--- src/rtl/fpga_cfg_loader.sv ---
// fpga_cfg_loader
//
// Loads the fabric configuration chain (ccff) of fpga_top from a byte stream
// arriving over the narrow TT3 input port.
//
// How it works:
//   - Bytes are accepted one at a time over a valid/ready handshake.
//   - Each byte is shifted out MSB first on ccff_head_o, one bit per prog_clk
//     period.
//   - After CHAIN_LEN bits, the first bit of the stream must come back out of
//     ccff_tail_i.
//   - The fabric user logic is kept in reset until a load has been verified.
//
// Ports:
//   clk            system clock, all state on the rising edge
//   rst_n          asynchronous active-low reset
//   start          one-cycle load request, ignored while busy
//   byte_in        configuration byte, shifted MSB first
//   byte_valid     byte_in holds a valid byte
//   byte_ready     loader accepts a byte (transfer on byte_valid && byte_ready)
//   prog_clk_o     configuration clock to fpga_top.prog_clk
//   ccff_head_o    serial configuration data to fpga_top.ccff_head
//   ccff_tail_i    chain output from fpga_top.ccff_tail
//   fabric_rst_n_o active-low reset to the fabric user logic
//   busy           load in progress
//   done           last load completed and verified (level)
//   err            last load failed the loopback check (level)
module fpga_cfg_loader #(
  parameter int CHAIN_LEN = 64,
  parameter int CLK_DIV   = 2,
  parameter int CNT_W     = 16
) (
  input  logic       clk,
  input  logic       rst_n,
  input  logic       start,
  input  logic [7:0] byte_in,
  input  logic       byte_valid,
  output logic       byte_ready,
  output logic       prog_clk_o,
  output logic       ccff_head_o,
  input  logic       ccff_tail_i,
  output logic       fabric_rst_n_o,
  output logic       busy,
  output logic       done,
  output logic       err
);

  localparam int               DIV_W      = (CLK_DIV > 1) ? $clog2(CLK_DIV) : 1;
  localparam logic [DIV_W-1:0] DIV_LAST   = DIV_W'(CLK_DIV - 1);
  localparam logic [CNT_W-1:0] CHAIN_BITS = CNT_W'(CHAIN_LEN);

  typedef enum logic [2:0] {
    IDLE,
    FETCH,
    SHIFT_LO,
    SHIFT_HI,
    VERIFY,
    DONE,
    FAIL
  } state_t;

  state_t           state;

  // The bit currently on ccff_head_o is held in the output register itself,
  // so the shift register only keeps the bits still waiting to go out.
  logic [6:0]       shreg;
  logic [CNT_W-1:0] bit_cnt;
  logic [CNT_W-1:0] bit_cnt_nxt;
  logic [3:0]       bits_left;
  logic [DIV_W-1:0] div_cnt;
  logic             first_bit;
  logic             verify_wait;

  assign bit_cnt_nxt = bit_cnt + 1'b1;

  always_ff @(posedge clk or negedge rst_n) begin
    if (!rst_n) begin
      state          <= IDLE;
      shreg          <= '0;
      bit_cnt        <= '0;
      bits_left      <= '0;
      div_cnt        <= '0;
      first_bit      <= 1'b0;
      verify_wait    <= 1'b0;
      byte_ready     <= 1'b0;
      prog_clk_o     <= 1'b0;
      ccff_head_o    <= 1'b0;
      fabric_rst_n_o <= 1'b0;
      busy           <= 1'b0;
      done           <= 1'b0;
      err            <= 1'b0;
    end else begin
      case (state)
        // A finished or failed load restarts exactly like a fresh one.
        // The fabric goes back into reset as soon as the new load begins.
        IDLE, DONE, FAIL: begin
          if (start) begin
            state          <= FETCH;
            done           <= 1'b0;
            err            <= 1'b0;
            busy           <= 1'b1;
            fabric_rst_n_o <= 1'b0;
            bit_cnt        <= '0;
            bits_left      <= '0;
            byte_ready     <= 1'b1;
          end
        end

        // Stall here with prog_clk low for as long as the source needs.
        FETCH: begin
          if (byte_valid && byte_ready) begin
            shreg       <= byte_in[6:0];
            ccff_head_o <= byte_in[7];
            bits_left   <= 4'd8;
            byte_ready  <= 1'b0;
            div_cnt     <= '0;
            state       <= SHIFT_LO;
            if (bit_cnt == '0) begin
              first_bit <= byte_in[7];
            end
          end
        end

        SHIFT_LO: begin
          if (div_cnt == DIV_LAST) begin
            div_cnt    <= '0;
            prog_clk_o <= 1'b1;
            state      <= SHIFT_HI;
          end else begin
            div_cnt <= div_cnt + 1'b1;
          end
        end

        // The next bit is presented on the same edge that drops prog_clk,
        // so ccff_head_o never moves while prog_clk is high.
        // The chain-length test comes before the byte-empty test.
        // That way the unused tail bits of a partial last byte are dropped.
        SHIFT_HI: begin
          if (div_cnt == DIV_LAST) begin
            div_cnt    <= '0;
            prog_clk_o <= 1'b0;
            shreg      <= {shreg[5:0], 1'b0};
            bit_cnt    <= bit_cnt_nxt;
            bits_left  <= bits_left - 1'b1;
            if (bit_cnt_nxt == CHAIN_BITS) begin
              verify_wait <= 1'b0;
              state       <= VERIFY;
            end else if (bits_left == 4'd1) begin
              byte_ready <= 1'b1;
              state      <= FETCH;
            end else begin
              ccff_head_o <= shreg[6];
              state       <= SHIFT_LO;
            end
          end else begin
            div_cnt <= div_cnt + 1'b1;
          end
        end

        // One settling cycle, then the tail should echo the first bit sent.
        VERIFY: begin
          if (!verify_wait) begin
            verify_wait <= 1'b1;
          end else begin
            busy <= 1'b0;
            if (ccff_tail_i == first_bit) begin
              done           <= 1'b1;
              fabric_rst_n_o <= 1'b1;
              state          <= DONE;
            end else begin
              err   <= 1'b1;
              state <= FAIL;
            end
          end
        end

        default: state <= IDLE;
      endcase
    end
  end

endmodule
--- config.mk ---
export PLATFORM = sky130hd
export DESIGN_NAME = fpga_cfg_loader
export DESIGN_NICKNAME = d
export VERILOG_FILES = /design/src/rtl/fpga_cfg_loader.sv
export SDC_FILE = /design/constraint.sdc
export NUM_CORES = 1
export LEC_CHECK = 0
export ABC_AREA = 1
export CAP_MARGIN = 20
export CORE_MARGIN = 2
export CORE_UTILIZATION = 35
export DETAILED_ROUTE_END_ITERATION = 10
export PLACE_DENSITY = 0.63
export RECOVER_POWER = 100
export SLEW_MARGIN = 20
export SYNTH_ARGS = -nofsm -noshare
export SYNTH_HDL_FRONTEND = slang
export SYNTH_SLANG_ARGS = --single-unit
--- constraint.sdc ---
create_clock -name clk -period 1.8 [get_ports clk]
set_input_delay 0.36 -clock clk [delete_from_list [all_inputs] [get_ports clk]]
set_output_delay 0.36 -clock clk [all_outputs]
set_load 0.05 [all_outputs]
==> After elaboration in Yosys (flattened, before gate mapping) <==
Cells that the tools add are included.
{ "word_totals": {"wordCells": 108, "input_bits": 13, "regBits": 39, "output_inout_bits": 7} }
{ "op_classes": {"n_eq_ne": 20, "add_sub_neg": 3, "muxes": 47, "reduce_logical": 25} }
{ "ops": {"columns": ["operator", "n"], "rows": [
  ["$mux W16", 2],
  ["$pmux W16 S2", 1],
  ["$ne A2 B2 Y1 const B", 11],
  ["$mux W1", 20],
  ["$mux W3", 6],
  ["$reduce_and A3 Y1", 6],
  ["$add A16 B1 Y16 const B", 1],
  ["$eq A16 B7 Y1 const B", 1],
  ["$logic_not A16 Y1", 1],
  ["$pmux W3 S5", 1],
  ["$mux W7", 2],
  ["$pmux W1 S2", 7],
  ["$pmux W7 S2", 1],
  ["$mux W4", 3],
  ["$pmux W4 S3", 1],
  ["$reduce_and A4 Y1", 3],
  ["$reduce_bool A2 Y1", 6],
  ["$reduce_and A5 Y1", 2],
  ["$eq A3 B3 Y1 const B", 3],
  ["$eq A3 B2 Y1 const B", 2],
  ["$reduce_and A6 Y1", 1],
  ["$eq A4 B1 Y1 const B", 1],
  ["$mux W2", 2],
  ["$sub A4 B1 Y4 const B", 1],
  ["10 further kinds", 10]
]} }

==> Logic depth before layout (Yosys ltp) <==
{ "depth": {"ltp_word": 5, "ltp_mapped": 14, "depth_no_buf": 14} }

==> Least setup slack after synthesis <==
Ideal clock, no wire load.
{ "synth_path": {"kind": "register to register", "from": "register bit_cnt[1]", "to": "register byte_ready", "path_buffers": 0, "t_arrival_ns": 1.492, "period_less_slack_ns": 1.612, "setup_time_ns": 0.119, "stages_incl_launch_ff": 13, "setup_slack_ns": 0.188, "cell_sequence": "dfrtp_1 > ha_1 > nand2_1 > nor2_4 > nand3_1 > nand2_1 > nand2_1 > nor2_1 > nand2_1 > nor2_2 > nand3_2 > nand3_1 > nand2_1"} }
{ "synth_between": {"elab_chain_len": 4} }
{ "synth_rtl": {"columns": ["item", "line", "text"], "rows": [
  ["start: declaration", "67", "logic [CNT_W-1:0] bit_cnt;"],
  ["start signal: assignment", "143", "bit_cnt <= bit_cnt_nxt;"],
  ["$add A16 B1 Y16", "74", "assign bit_cnt_nxt = bit_cnt + 1'b1;"],
  ["$eq A16 B7 Y1", "145", "if (bit_cnt_nxt == CHAIN_BITS) begin"],
  ["$ne A2 B2 Y1 (no line)", null, null],
  ["$reduce_and A6 Y1 (no line)", null, null],
  ["end signal: assignment", "85", "byte_ready <= 1'b0;"],
  ["end signal: assignment", "105", "byte_ready <= 1'b1;"],
  ["end signal: assignment", "149", "byte_ready <= 1'b1;"],
  ["end: declaration", "38", "output logic byte_ready,"]
]} }
No other way between the ends.
A chain may end at the register's enable or synchronous reset.

==> Final worst setup path <==
{ "layout_path": {"from": "register state[1]", "to": "register bit_cnt[3]"} }
{ "layout_between": {"elab_chain_len": 4, "elab_cells_between_ends": 10, "cone_classes": "eq/ne (5); mux (1); reduce/logical (4)"} }
{ "layout_rtl": {"columns": ["item", "line", "text"], "rows": [
  ["start: declaration", "62", "state_t state;"],
  ["start signal: assignment", "78", "state <= IDLE;"],
  ["start signal: assignment", "98", "state <= FETCH;"],
  ["start signal: assignment", "117", "state <= SHIFT_LO;"],
  ["$eq A3 B3 Y1 or $logic_not A3 Y1 (tied branches)", "93", "case (state)"],
  ["$reduce_or A3 Y1", "93", null],
  ["$ne A2 B2 Y1 (no line) or $reduce_bool A2 Y1 (tied branches)", null, null],
  ["$reduce_and A3 Y1 (no line)", null, null]
]} }
Several ways; a longest one is shown, not always the timed one.

==> qor.txt <==
Inserted Diodes -> 0
kind of critical path -> reg -> reg
largest net degree at the start of global routing -> 40
CTS buffer count -> 5
required time of the critical path -> 2030 ps
Mapped Nets -> 346
root buf cell -> clkbuf_8
PwrDens -> 1360 nW/µm²
maxcap violations -> 0
Die Area -> 7640 µm²
Yosys reg bits -> 39
CTS tree -> done
EDFF count, synth -> 0
area leader, netlist -> dfrtp_1
gr usage total -> 17.5%
fin. max-slew vios -> 0
run status -> finished clean
die width -> 87.4 µm
H-tree levels -> 2
most frequent cell after synthesis -> nand2_1
Final Non-Filler Cells -> 457
layout cells sized above 1 -> 24.4%
routed wire length -> 6160 µm
relative slew slack -> 34.1%
Peak Freq -> 556 MHz
clk buf depth -> 2
Placed Cells -> 444
crit path time final -> 1800 ps
worst skew pair latency -> 300 ps
crit path DAT -> 2030 ps
top cells by area, synth -> dfrtp_1 40%, nand2_1 15%, inv_1 6.8%
Seq/Total Area, Yosys -> 40.1%
Die H -> 87.4 µm
P&R area growth vs syn -> 25.4%
Post-Synthesis Cells -> 329
dpl cell area -> 2830 µm²
Placer Congestion -> 0.859
Total Neg Setup Slack -> 0 ps
asr flop ratio synth -> 100%
# fillers -> 674
Synth warnings -> 0
setup violators final -> 0
Layout Utilization -> 45.2%
antenna violations before repair -> 0
clock skew after layout -> 6.01 ps
CP endpoint kind -> register
Yosys top cell area share -> 40.1%
CTS Hold Buffers Added -> 0
top cells by count, synth -> 96 x nand2_1, 44 x inv_1, 39 x dfrtp_1
1st-iter DRT viols -> 215
I/O Pins -> 20
vias -> 2332
FP Rows -> 30
CP Launch Type -> register
detailed-placement wirelength estimate -> 4550 µm
number of global-route vias before repair -> 2253
Syn Area/Cell -> 7.40 µm²
Clock Pin Slew Worst Setup and Hold Paths -> 80 ps
first-pass GRT wire length -> 10400 µm
Initial Utilization -> 36.0%
area of the multi-input gates -> 1340 µm²
clock sinks -> 39
Hold Path Class -> in -> async
Remaining DRCs -> 0
Static Leak -> 1.41 nW
vias per inst -> 5.10
crit-path max FO -> 16
IO Port Bufs -> 19
drt wl/cell -> 13.5 µm
Final ANT Viol Nets -> 0
post-layout instance area -> 3050 µm²
GRT overflow -> 0
DRT Pass-1 Iters -> 4
Worst Tran Pin Value -> 988 ps
Total Power -> 4.16 mW
main flop type after synthesis -> dfrtp_1
Post-Syn Area -> 2430 µm²
core area -> 6760 µm²
unrepaired setup endpoints after global routing -> true
period utilization -> 100%
Distinct cells, synth -> 32
Final Hold Fails -> 0
worst vdd ir -> 0.826 mV
nets -> 393
register area -> 977 µm²
[worst max-delay path, stage by stage (launching register included)]
cell and delay (ps):
dfrtp_1 490, nand2_1 150, nor2_4 120, inv_2 50, nor2_2 90, inv_1 80, nand2_1 70, inv_1 50
nand2_2 70, nand2_2 230, buf_4 240, o22ai_2 80
[logic make-up (layout without fill, tap and decap cells)]
| family | after synthesis | count (layout) | share of synthesized area (%) |
|---|---|---|---|
| AO/OA/AOI/OAI | 50 | 50 | 14.9 |
| XOR/XNOR | 2 | 2 | 0.720 |
| adder cells (fa/ha/maj) | 4 | 4 | 2.06 |
| buffers and inverters | 55 | 103 | 9.10 |
| flip-flops | 39 | 39 | 40.1 |
| multiplexers | 1 | 1 | 0.462 |
| AND/OR/NAND/NOR | 178 | 178 | 32.7 |
[per-stage QoR]
stage	hold slack [ps]	setup slack, ps
detailed placement	464	-89.7
global placement	459	-59.1
floorplan	64.4	188
CTS	130	0.494
global route	400	-206
finish	284	0.657
[worst paths after layout]
check                                    endpoint  cells past startpoint  slack [ps]                 start
min reg2reg                       err$_DFFE_PN0P_                      2         490       err$_DFFE_PN0P_
max reg2reg                bit_cnt[3]$_DFFE_PN0P_                     11         0.7  state[1]$_DFFE_PN0P_
min                        bit_cnt[3]$_DFFE_PN0P_                      2         280                 rst_n
max in group asynchronous  bit_cnt[2]$_DFFE_PN0P_                      2         850                 rst_n
min in group clk                  err$_DFFE_PN0P_                      2         490       err$_DFFE_PN0P_
max                        bit_cnt[3]$_DFFE_PN0P_                     11         0.7  state[1]$_DFFE_PN0P_
[placed cells by master (no fill, tap or decap), types with 6 or more instances in the layout]
master	count
a21oi_1	7
buf_4	22
clkbuf_1	8
clkdlybuf4s50_1	11
dfrtp_1	38
inv_1	44
nand2_1	90
nand2_2	11
nand3_1	11
nand3_2	7
nand4_1	10
nor2_1	24
nor2_2	10
nor2_4	6
o21ai_0	17
o22ai_2	10
[sequential cells by signal, indices dropped and copies added (netlist names), 3 cells and up]
signal and flops:
state 3, bit_cnt 16, shreg 7, bits_left 4
[final cells by class]
class                           count  share of cell area [%]
Clock buffer                        5                    2.25
Clock inverter                      3                    1.43
Inverter                           49                    6.11
Multi-Input combinational cell    235                    43.7
Sequential cell                    39                    32.0
Tap cell                           80                    3.28
Timing Repair Buffer               46                    11.2
[per-layer routing]
| metal | track usage (%) | part of all wire, % |
|---|---|---|
| met3 | 2.94 | 4.9 |
| met5 | 0 | 0 |
| met4 | 6.99 | 1.7 |
| met2 | 27.9 | 48 |
| met1 | 23.5 | 46 |
[timing repair]
action,4_1_cts,5_1_grt
setup endpoints to repair,5,25
resized for setup,7,23
hold endpoints to repair,0,0
pin swaps,2,19
buffers inserted,0,5
[where the power goes]
group / switching [mW] / total [mW] / internal (mW)
clock network: 0.351 / 0.764 / 0.413
registers: 0.183 / 1.30 / 1.12
logic: 1.31 / 2.10 / 0.790
total: 1.84 / 4.16 / 2.32
Note: power is estimated with default switching activity, not from simulation.
